**src/rtl/imem_loader.sv**
```systemverilog
// imem_loader: byte-stream instruction memory writer.
// Assembles 16-bit words and holds the core until the image is loaded.
module imem_loader #(
   parameter int REGI_SIZE  = 16,
   parameter int MEMO_LINES = 64,
   parameter int ADDR_BITS  = 6
) (
   input  logic                 clk_i,
   input  logic                 rst_i,
   input  logic                 start_i,
   input  logic [7:0]           byte_i,
   input  logic                 byte_valid_i,
   output logic                 byte_ready_o,
   output logic                 we_o,
   output logic [ADDR_BITS-1:0] waddr_o,
   output logic [REGI_SIZE-1:0] wdata_o,
   output logic                 core_hold_o,
   output logic                 done_o,
   output logic                 error_o
);

   typedef enum logic [2:0] {
      S_IDLE,
      S_LEN_LO,
      S_LEN_HI,
      S_DATA_LO,
      S_DATA_HI,
      S_WRITE,
      S_DONE,
      S_ERROR
   } state_t;

   state_t               r_state;
   state_t               w_next;
   logic [15:0]          r_len;
   logic [ADDR_BITS:0]   r_cnt;
   logic [ADDR_BITS:0]   w_cnt_inc;
   logic [7:0]           r_lo;
   logic [ADDR_BITS-1:0] r_waddr;
   logic [REGI_SIZE-1:0] r_wdata;
   logic [15:0]          w_len_full;
   logic                 w_xfer;
   logic                 w_start;
   logic                 w_last;

   assign w_xfer     = byte_valid_i & byte_ready_o;
   assign w_len_full = {byte_i, r_len[7:0]};
   assign w_cnt_inc  = r_cnt + 1'b1;
   assign w_last     = ({{(15 - ADDR_BITS){1'b0}}, w_cnt_inc} == r_len);
   assign w_start    = start_i & ((r_state == S_IDLE) |
                                  (r_state == S_DONE) |
                                  (r_state == S_ERROR));
   assign waddr_o    = r_waddr;
   assign wdata_o    = r_wdata;

   // State register
   always_ff @(posedge clk_i or negedge rst_i) begin
      if (!rst_i) r_state <= S_IDLE;
      else        r_state <= w_next;
   end

   // Next-state and state-decoded outputs
   always_comb begin
      w_next       = r_state;
      byte_ready_o = 1'b0;
      we_o         = 1'b0;
      done_o       = 1'b0;
      error_o      = 1'b0;
      core_hold_o  = 1'b1;
      case (r_state)
         S_IDLE: begin
            if (start_i) w_next = S_LEN_LO;
         end
         S_LEN_LO: begin
            byte_ready_o = 1'b1;
            if (w_xfer) w_next = S_LEN_HI;
         end
         S_LEN_HI: begin
            byte_ready_o = 1'b1;
            if (w_xfer) begin
               if (w_len_full == 16'd0)
                  w_next = S_DONE;
               else if (w_len_full > 16'(MEMO_LINES))
                  w_next = S_ERROR;
               else
                  w_next = S_DATA_LO;
            end
         end
         S_DATA_LO: begin
            byte_ready_o = 1'b1;
            if (w_xfer) w_next = S_DATA_HI;
         end
         S_DATA_HI: begin
            byte_ready_o = 1'b1;
            if (w_xfer) w_next = S_WRITE;
         end
         S_WRITE: begin
            we_o   = 1'b1;
            w_next = w_last ? S_DONE : S_DATA_LO;
         end
         S_DONE: begin
            done_o      = 1'b1;
            core_hold_o = 1'b0;
            if (start_i) w_next = S_LEN_LO;
         end
         S_ERROR: begin
            error_o = 1'b1;
            if (start_i) w_next = S_LEN_LO;
         end
         default: w_next = S_IDLE;
      endcase
   end

   // Length, byte latch, word counter and write port registers
   always_ff @(posedge clk_i or negedge rst_i) begin
      if (!rst_i) begin
         r_len   <= '0;
         r_cnt   <= '0;
         r_lo    <= '0;
         r_waddr <= '0;
         r_wdata <= '0;
      end else begin
         if (w_start) r_cnt <= '0;
         if (w_xfer) begin
            case (r_state)
               S_LEN_LO:  r_len[7:0]  <= byte_i;
               S_LEN_HI:  r_len[15:8] <= byte_i;
               S_DATA_LO: r_lo        <= byte_i;
               S_DATA_HI: begin
                  r_wdata <= {byte_i, r_lo};
                  r_waddr <= r_cnt[ADDR_BITS-1:0];
               end
               default: ;
            endcase
         end
         if (r_state == S_WRITE) r_cnt <= w_cnt_inc;
      end
   end

endmodule

```
**config.mk**
```make
export PLATFORM = sky130hd
export DESIGN_NAME = imem_loader
export DESIGN_NICKNAME = d
export VERILOG_FILES = /design/src/rtl/imem_loader.sv
export SDC_FILE = /design/constraint.sdc
export NUM_CORES = 1
export LEC_CHECK = 0
export ABC_CLOCK_PERIOD_IN_PS = 2900
export CORE_MARGIN = 2
export CORE_UTILIZATION = 30
export DETAILED_ROUTE_END_ITERATION = 8
export HOLD_SLACK_MARGIN = 0.02
export PLACE_DENSITY = 0.58
export SETUP_SLACK_MARGIN = 0.15
export SYNTH_ARGS = -nofsm -noshare
export SYNTH_HDL_FRONTEND = slang
export SYNTH_SLANG_ARGS = --single-unit
```
**constraint.sdc**
```tcl
create_clock -name clk_i -period 2.9 [get_ports clk_i]
set_input_delay 0.435 -clock clk_i [delete_from_list [all_inputs] [get_ports clk_i]]
set_output_delay 0.435 -clock clk_i [all_outputs]
set_load 0.01 [all_outputs]
```
==> After elaboration in Yosys (flattened, before gate mapping) <==
Cells that the tools add are included.
{ "word_totals": {"regBits": 56, "in_bits": 12, "out_inout_bits": 27, "elab_cells": 52} }
{ "classes": {"n_reduce_logical": 10, "muxes": 16, "magnitude_cmp": 1, "n_bitwise": 4, "n_eq_ne": 13, "add_sub_neg": 1} }
{ "ops": {"columns": ["cell", "count"], "rows": [
  ["3-bit two-way mux", 8],
  ["3-bit one-hot mux with 6 select lines", 1],
  ["7-bit by 16-bit equality test with 1-bit output", 1],
  ["16-bit by 7-bit greater-than comparator with 1-bit output, second input constant", 1],
  ["16-bit zero test", 1],
  ["7-bit two-way mux", 2],
  ["3-bit equality test, second input constant", 4],
  ["2-bit inequality test, second input constant", 4],
  ["2-bit AND reduction", 4],
  ["7-bit by 1-bit adder with 7-bit output, second input constant", 1],
  ["3-bit by 2-bit equality test with 1-bit output, second input constant", 2],
  ["1-bit two-way mux", 5],
  ["5-bit AND reduction", 1],
  ["4-bit OR reduction", 1],
  ["3-bit by 1-bit equality test with 1-bit output, second input constant", 1],
  ["3-bit zero test", 1],
  ["3-bit OR reduction", 1],
  ["1-bit AND", 2],
  ["2-bit by 1-bit inequality test with 1-bit output, second input constant", 1],
  ["1-bit bitwise OR", 2],
  ["2-bit nonzero test", 1]
]} }

==> Logic depth before layout (Yosys ltp) <==
{ "logic_depth": {"word_depth": 6, "mapped_depth": 6} }

==> Worst setup path before layout <==
No wires, ideal clock.
{ "synth_timing": {"path_kind": "register to register", "start": "reg r_cnt[0]", "end": "reg r_state[0]", "slack_ns": 1.113, "synth_period_minus_slack_ns": 1.787, "arrival_ns": 1.663, "required_time_ns": 2.776, "stages_incl_launch_ff": 7, "cell_sequence": "dfrtp_1 ha_1 xnor2_1 nand3_1 nor4_1 a41oi_1 a211o_1"} }
{ "synth_between": {"elab_chain_cells": 4} }
{ "synth_rtl": {"columns": ["item", "line_no", "rtl"], "rows": [
  ["start, declared", "36", "logic [ADDR_BITS:0] r_cnt;"],
  ["start signal, assigned", "136", "if (r_state == S_WRITE) r_cnt <= w_cnt_inc;"],
  ["7-bit by 1-bit adder with 7-bit output", "48", "assign w_cnt_inc = r_cnt + 1'b1;"],
  ["7-bit by 16-bit equality test with 1-bit output", "49", "assign w_last = ({{(15 - ADDR_BITS){1'b0}}, w_cnt_inc} == r_len);"],
  ["3-bit two-way mux", "99", "w_next = w_last ? S_DONE : S_DATA_LO;"],
  ["3-bit one-hot mux with 6 select lines", "70", "case (r_state)"],
  ["end signal, assigned", "59", "else r_state <= w_next;"],
  ["end, declared", "33", "state_t r_state;"]
]} }
No other way between the ends.
A chain may end at the register's enable or synchronous reset.

==> Worst setup path in the final report <==
{ "layout_timing": {"start": "reg r_state[0]", "end": "out we_o"} }
{ "layout_between": {"elab_chain_cells": 2} }
{ "layout_rtl": {"columns": ["item", "line_no", "rtl"], "rows": [
  ["3-bit equality test", "70", null],
  ["1-bit two-way mux", "70", null],
  ["end, declared", "14", "output logic we_o,"]
]} }
No other way between the ends.

==> metrics.csv <==
metric,value,unit
IO Pins,39,
drt pass-1 iters,4,
CP Depth,5,
Slowest cell on crit path,dfrtp_1,
Synth Area per Inst,11.9,um2
All-Layer GR Usage,12.0,%
H-Tree Level Count,2,
Worst-Margin Slew,0.714,ns
maximum vdd drop,0.000433,V
CTS tree,built,
YS warnings,0,
PwrDens,968,nW/um2
CP bufs+invs,3,
CTS Buf Count,5,
IO buf count,38,
initial core utilization,30.5,%
critical path peak fanout,11,
initial antenna violation count,0,
ANT nets after route,0,
element type at the critical path start,flip-flop,
Via-to-Cell Ratio,4.81,
worst-case clock buffer depth,2,
Comb pwr share,41.3,%
Pleak,1.32,nW
CTS root buf,clkbuf_8,
asr flop ratio synth,100,%
largest net degree at the start of global routing,57,
count of cell types in the netlist,39,
Slew Limit Fails,0,
layout net count,272,
worst endpoint required time,2.47,ns
clk sink count,56,
Die ar.,9490,um2
Hold Crit Class,primary input to async pin,
Post-DP HPWL,3820,um
Sw Pwr,1.05,mW
gpl congestion,0.820,
final setup TNS,0,ns
global-route wire length before repair,9400,um
pre-CTS setup slack,0.581,ns
initial DRC count,124,
Tcrit/Tclk final,83.7,%
Switching Fraction,34.0,%
Worst Clk Skew,0.00571,ns
Synth Flop Type,dfrtp_1,
Peak Freq,412,MHz
"FF+latch count, synth",56,
post-CTS setup buffer count,0,
sequential area share after synthesis,53.5,%
total routed wirelength,5360,um
"Hold Vio Cnt, Final",0,
"EDFF count, synth",0,
Max-slew headroom,52.4,%
CP arrival,1.99,ns
total number of vias,1771,
netlist area before placement,2620,um2
CP peak stage delay,0.55,ns
# DRC,0,
cts-stage hold buffer count,0,
Worst-Skew Late Latency,0.30,ns
number of max-cap violations,0,
Int Power,2.04,mW
crit path capture type,primary output,
Flop pwr share,45.2,%
Setup CP Type,flip-flop to primary output,
number of global-route vias before repair,1887,
clock transition at the registers of the reported paths,0.10,ns
GR Overflow Total,0,
crit path cell chain,"inv_1, nor2_1, buf_4, and2_1, clkdlybuf4s50_1",
n_diodes,0,
Gate Count Post-Synth,220,
Synthesized Nets,233,
Worst path top cell family by delay,buffers and inverters,
Die Height,97.4,um
Post-CTS Resized,0,
# setup viols final,0,
DR WL/cell,14.6,um
Hold WS,0.248,ns
FF-to-FF path depth,3,
area delta synth->final,21.9,%
minimum clock period,2.43,ns
row cnt,34,
post-route setup slack,0.471,ns
DIE WIDTH,97.4,um
outcome,"finished, final reports clean",
clock share of power,13.5,%
share of cells above drive strength 1,24.2,%
CORE AREA,8590,um2
RSZ-0062 raised after global routing,no,
[worst reg2reg max path, stage by stage, from the launching register on]
cell	delay, ns
dfrtp_1	0.56
nand2b_1	0.33
nor3b_2	0.63
mux2_2	0.41
[cell usage after synthesis (all sizes together), types with 2 or more instances]
library cell,number,share of area [%]
and2,2,0.48
xnor2,7,2.3
a211oi,5,1.4
a21oi,11,2.4
and3,3,0.72
inv,4,0.57
nand2,7,1.0
a22o,2,0.67
mux2,46,20
nor3,6,1.1
nand3,7,1.3
clkbuf,2,0.29
nor2,18,2.6
nor4,4,0.96
xor2,3,1.0
buf,9,2.1
dfrtp,56,54
nand2b,4,0.96
o21ai,8,1.5
[routing by layer]
layer / vias to the layer above / track usage, % / share of wire [%]
met4: 0 / 2.88 / 0.60
li1: 862 / - / -
met5: - / 0 / 0
met1: 878 / 16.4 / 48
met2: 27 / 19.7 / 48
met3: 4 / 2.37 / 2.9
[registers in the layout (all words and copies together) (netlist names)]
register	cells
r_cnt	7
r_lo	8
waddr_o	6
wdata_o	16
r_state	3
r_len	16
[cells by family (layout without fill, tap and decap cells)]
logic type,Yosys count,count (layout),synth area share [%]
flops,56,56,53.5
buf+inv,15,55,2.92
compound gates,35,35,8.84
mux,46,46,19.8
fa+ha+maj,1,1,0.478
xor+xnor,10,10,3.35
simple gates,57,57,11.1
[area by class of cell]
type	count	area [um2]
Sequential cell	56	1400
Timing Repair Buffer	43	413
Clock buffer	6	72.6
Fill cell	861	5400
Tap cell	108	135
Inverter	4	15.0
Multi-Input combinational cell	149	1140
Clock inverter	2	13.8
[path summary, 6_finish.rpt]
| path | slack, ns | startpoint | to |
|---|---|---|---|
| min in group clk_i | 0.51 | r_lo[3]$_DFFE_PN0P_ | r_lo[3]$_DFFE_PN0P_ |
| worst max register to register | 0.85 | r_state[1]$_DFFE_PN0P_ | r_len[7]$_DFFE_PN0P_ |
| worst min register to register | 0.51 | r_lo[3]$_DFFE_PN0P_ | r_lo[3]$_DFFE_PN0P_ |
| worst min-delay path | 0.25 | rst_i | wdata_o[0]$_DFFE_PN0P_ |
| worst max-delay path | 0.47 | r_state[0]$_DFFE_PN0P_ | we_o |
| max in group asynchronous | 2.16 | rst_i | r_cnt[2]$_DFFE_PN0P_ |
[stage by stage]
step	power [mW]	util (%)	std cells	area (um2)
4_1_cts	3.13	37.1	368	3190
2_1_floorplan	2.17	-	220	2620
5_1_grt	3.34	37.1	368	3190
3_3_place_gp	2.68	36.1	360	3100
3_5_place_dp	2.71	36.1	360	3100
6_report	3.09	37.1	368	3190
[power groups by stage]
stage	Sequential, mW	Clock [mW]	Combinational (mW)
after global routing	1.45	0.472	1.41
after detailed placement	1.42	0	1.29
final	1.40	0.418	1.27
after CTS	1.40	0.439	1.29
after floorplan	1.35	0	0.819
after global placement	1.41	0	1.27
[placed cells by master, fill, tap and decap left out, types with 2 or more instances in the layout]
master | synthesis | final
o21ai_0 | 8 | 8
a21oi_2 | 2 | 2
buf_4 | 2 | 5
mux2_2 | 46 | 46
a21oi_1 | 9 | 9
nor3_1 | 6 | 6
a22o_1 | 2 | 2
inv_1 | 4 | 4
clkbuf_8 | 0 | 5
xor2_1 | 3 | 3
clkdlybuf4s50_1 | 0 | 37
nand2_1 | 7 | 7
and2_1 | 2 | 2
dfrtp_1 | 56 | 56
xnor2_1 | 7 | 7
nor4_1 | 4 | 4
nand2b_1 | 4 | 4
a211oi_1 | 5 | 5
nand3_1 | 7 | 7
nor2_1 | 18 | 18
and3_1 | 3 | 3
No activity file was read; power rests on OpenSTA's default activity.
==> RTL change 1 (same settings) <==
`ADDR_BITS`: 6 -> 7.
--- a/src/rtl/imem_loader.sv
+++ b/src/rtl/imem_loader.sv
@@ -4,5 +4,5 @@
    parameter int REGI_SIZE  = 16,
    parameter int MEMO_LINES = 64,
-   parameter int ADDR_BITS  = 6
+   parameter int ADDR_BITS  = 7
 ) (
    input  logic                 clk_i,
Interface: changed (resized waddr_o); port bits go from 39 to 40. No check against the original RTL was run, so the function may have changed too.
==> RTL change 1 against the unedited design <==
Fmax shrank 2.2%; total power grew 14%; cell area grew 8.4%; sequential cell count grew 2; via count grew 6.9%; routed wire length grew 5.1%; worst setup slack lost 0.055 ns; area after synthesis grew 4.4%.
==> RTL change 1: results <==
export IMPL_hpwlAfterDp_um=3987
export IMPL_nClkBuffers=13
export IMPL_num_multi_input_gates=148
export IMPL_pre_cts_slack_ns=0.6426
export IMPL_critPathMaxFanout=15
export IMPL_syn_num_nets=235
export IMPL_status="complete, no violations"
export IMPL_drive_above_1_share_pct=28.52
export IMPL_clk_share_pct=6.329
export IMPL_max_slew_worst_pin_slew_ns=0.9184
export IMPL_whs_ns=0.2381
export IMPL_max_freq_mhz=402.7
export IMPL_grt_max_degree=43
export IMPL_synth_area_um2=2734
export IMPL_use_met1_pct=15.58
export IMPL_portBuffers=39
export IMPL_r2r_slack_ns=0.82
export IMPL_power_switching_mw=1.086
export IMPL_grt_pass1_vias=2009
export IMPL_htreeDepth=3
export IMPL_grt_first_pass_wirelength_um=9694
export IMPL_ys_top_cells_by_area="dfrtp_1 53%, mux2_2 19%, o21ai_0 2.2%"
export IMPL_ff2ff_path_depth=6
export IMPL_dp_cells=363
export IMPL_regArea_um2=1451
export IMPL_slowest_delay_ns=0.59
export IMPL_buffer_area_share_pct=12.44
export IMPL_synth_cell_types=48
export IMPL_irDropWorstVdd_mv=0.4442
[RTL change 1: changes by cell type after synthesis, moves of 3 or more]
| cell | delta |
|---|---|
| a211oi_1 | -5 |
| a21oi_1 | -6 |
| buf_2 | +4 |
| nand2_1 | +8 |
| nand2b_1 | -3 |
| nand3_1 | -4 |
| nor2_1 | -10 |
| nor3_1 | -4 |
| o21ai_0 | +4 |
| o31ai_1 | +5 |
[RTL change 1: layer usage]
layer,vias up,wire length (um)
met5,-,0
met4,0,56
met3,5,278
met2,40,2711
met1,945,2588
li1,904,-
[RTL change 1: cells by family (layout without fill, tap and decap cells)]
logic type | after synthesis | count (layout) | synth area share (%)
adder cells (fa/ha/maj) | 1 | 1 | 0.4576
AND/OR/NAND/NOR | 54 | 54 | 12.04
XOR/XNOR | 9 | 9 | 2.883
flip-flops | 58 | 58 | 53.09
buffers and inverters | 16 | 64 | 2.700
multiplexers | 49 | 49 | 20.09
AO/OA/AOI/OAI | 35 | 35 | 8.742
==> RTL change 2 (same settings) <==
Without the edit above. Reset style: synchronous (`rst_i`), changed in 2 clocked blocks.
--- a/src/rtl/imem_loader.sv
+++ b/src/rtl/imem_loader.sv
@@ -55,5 +55,5 @@
 
    // State register
-   always_ff @(posedge clk_i or negedge rst_i) begin
+   always_ff @(posedge clk_i) begin
       if (!rst_i) r_state <= S_IDLE;
       else        r_state <= w_next;
@@ -113,5 +113,5 @@
 
    // Length, byte latch, word counter and write port registers
-   always_ff @(posedge clk_i or negedge rst_i) begin
+   always_ff @(posedge clk_i) begin
       if (!rst_i) begin
          r_len   <= '0;
Function: differs if rst_i is asserted again (counterexample within 4 cycles, from zero or initial values and one cycle with rst_i low); with rst_i held inactive, the same outputs for 10 cycles.
==> RTL change 2 against the unedited design <==
Routed wire length is 16% higher; worst setup slack worse by 0.092 ns; die area is 0.18% higher; sequential cell count stayed put; area after synthesis is 0.19% higher; cell area is 0.12% lower; clock skew is 0.0013 ns higher; highest routed layer unchanged; sequential share of layout area is 8.7 points lower; non-clock buffer count is 1 lower; core utilization hardly changed; final cell count is 23% higher.
Power is not compared: it rests on default switching activity, and its combinational part moved more than twofold at a synthesized area within 25%.
==> RTL change 2: results <==
export IMPL_wirelength_um=6212
export IMPL_first_pass_iters=4
export IMPL_diodes=0
export IMPL_crit_arrival_ns=2.09
export IMPL_grt_first_pass_wirelength_um=10430
export IMPL_cts_setup_buffers=0
export IMPL_postSynth_asyncResetShare_pct=0
export IMPL_syn_inst=314
export IMPL_dp_cells=444
export IMPL_irDropWorstVdd_mv=0.2376
export IMPL_htreeDepth=2
export IMPL_portBuffers=38
export IMPL_crit_family="buffers and inverters"
export IMPL_final_cell_area_um2=3187
export IMPL_num_vias=2245
export IMPL_total_leakage_power_nw=1.083
export IMPL_grt_max_degree=36
export IMPL_cpMaxStageDelayCell="dfxtp_1"
export IMPL_routabilityCongestion=0.7928
export IMPL_synthTopCellsByCount="84 x nand2_1, 56 x dfxtp_1, 41 x a21boi_1"
export IMPL_first_iter_violations=84
export IMPL_cts_buffers=5
export IMPL_nFillCells=910
export IMPL_switching_share_pct=26.71
export IMPL_critPathMaxFanout=15
export IMPL_final_cells=452
export IMPL_clockBufferDepth=2
export IMPL_ys_warn_count=0
export IMPL_worstHoldPathType="flip-flop to flip-flop"
export IMPL_max_slew_worst_pin_slew_ns=0.6184
export IMPL_synth_ff_type="dfxtp_1"
export IMPL_hpwlAfterDp_um=4400
export IMPL_cts_root_buffer="clkbuf_8"
export IMPL_synth_seq_area_share_pct=42.75
export IMPL_fin_skew_ns=0.006983
export IMPL_ys_top_cells_by_area="dfxtp_1 43%, nand2_1 12%, a21boi_1 12%"
export IMPL_antenna_found_initial=0
export IMPL_placed_area_um2=3075
export IMPL_status="complete, no violations"
export IMPL_nets=356
export IMPL_drive_above_1_share_pct=5.523
export IMPL_grt_use_total_pct=13.31
export IMPL_syn_num_nets=327
export IMPL_die_width_um=97.50
export IMPL_synth_cell_types=48
export IMPL_slowest_delay_ns=0.67
export IMPL_clk_latency_ns=0.32
RTL change 2: cell count changes in the layout (fill, tap and decap cells not counted), moves of 10 or more:
| cell | delta |
|---|---|
| nor2_1 | -12 |
| dfrtp_1 | -56 |
| mux2_2 | -46 |
| o21ai_1 | +10 |
| dfxtp_1 | +56 |
| nand2_1 | +77 |
| a21boi_1 | +41 |
| nor2b_1 | +11 |
RTL change 2: tightest hold or removal path, delay by kind of cell, from the launching register on:
kind               cells  cell delay (ns)
AOI/OAI and AO/OA      1             0.05
and+or+nand+nor        1             0.05
DFF                    1             0.32
RTL change 2: cell type report:
cell class              instances  share of cell area, %
multi-input cells             235                  43.86
flip-flops and latches         56                  35.18
repair buffers                 42                  12.88
well taps                     108                  4.240
clock buffers                   6                  2.277
clock inverters                 2                  1.217
inverters                       3                 0.3534
RTL change 2: cell families (layout without fill, tap and decap cells):
family                     count (synthesis)  count (layout)  share of synthesized area, %
AOI/OAI and AO/OA                         70              70                         18.80
xor gates and xnor gates                  10              10                         3.340
adders and majority gates                  1               1                        0.4770
buffers and inverters                     23              53                         3.960
DFF                                       56              56                         42.75
muxes                                      9               9                         3.435
and+or+nand+nor                          145             145                         27.24
RTL change 2: path summary, 6_finish.rpt:
check	from	endpoint	slack, ns	depth (start not counted)
worst min register to register	r_lo[1]	wdata_o[1]	0.46	2
worst max register to register	r_cnt[0]	r_state[0]	0.81	6
worst max-delay path	r_state[0]	we_o	0.38	3
worst min-delay path	r_lo[1]	wdata_o[1]	0.46	2
RTL change 2: per-layer routing:
layer / part of all wire (%) / up-vias / track usage [%]
met5: 0 / - / 0
met4: 0.72 / 0 / 3.846
met3: 3.7 / 5 / 3.022
met2: 46 / 38 / 22.07
met1: 49 / 1072 / 17.33
li1: - / 1130 / -
RTL change 2: through the flow:
step / power (mW) / setup slack (ns)
after global routing: 1.661 / 0.2559
final: 1.588 / 0.3791
after detailed placement: 1.075 / 0.4976
after CTS: 1.603 / 0.3426
after global placement: 1.073 / 0.5054
after floorplan: 1.004 / 1.087
RTL change 2: power groups by stage:
stage               combinational (mW)  clock (mW)  sequential [mW]
finish                           0.220       0.531            0.837
global route                     0.242       0.577            0.842
CTS                              0.222       0.545            0.836
detailed placement               0.222           0            0.853
global placement                 0.220           0            0.853
floorplan                        0.178           0            0.826
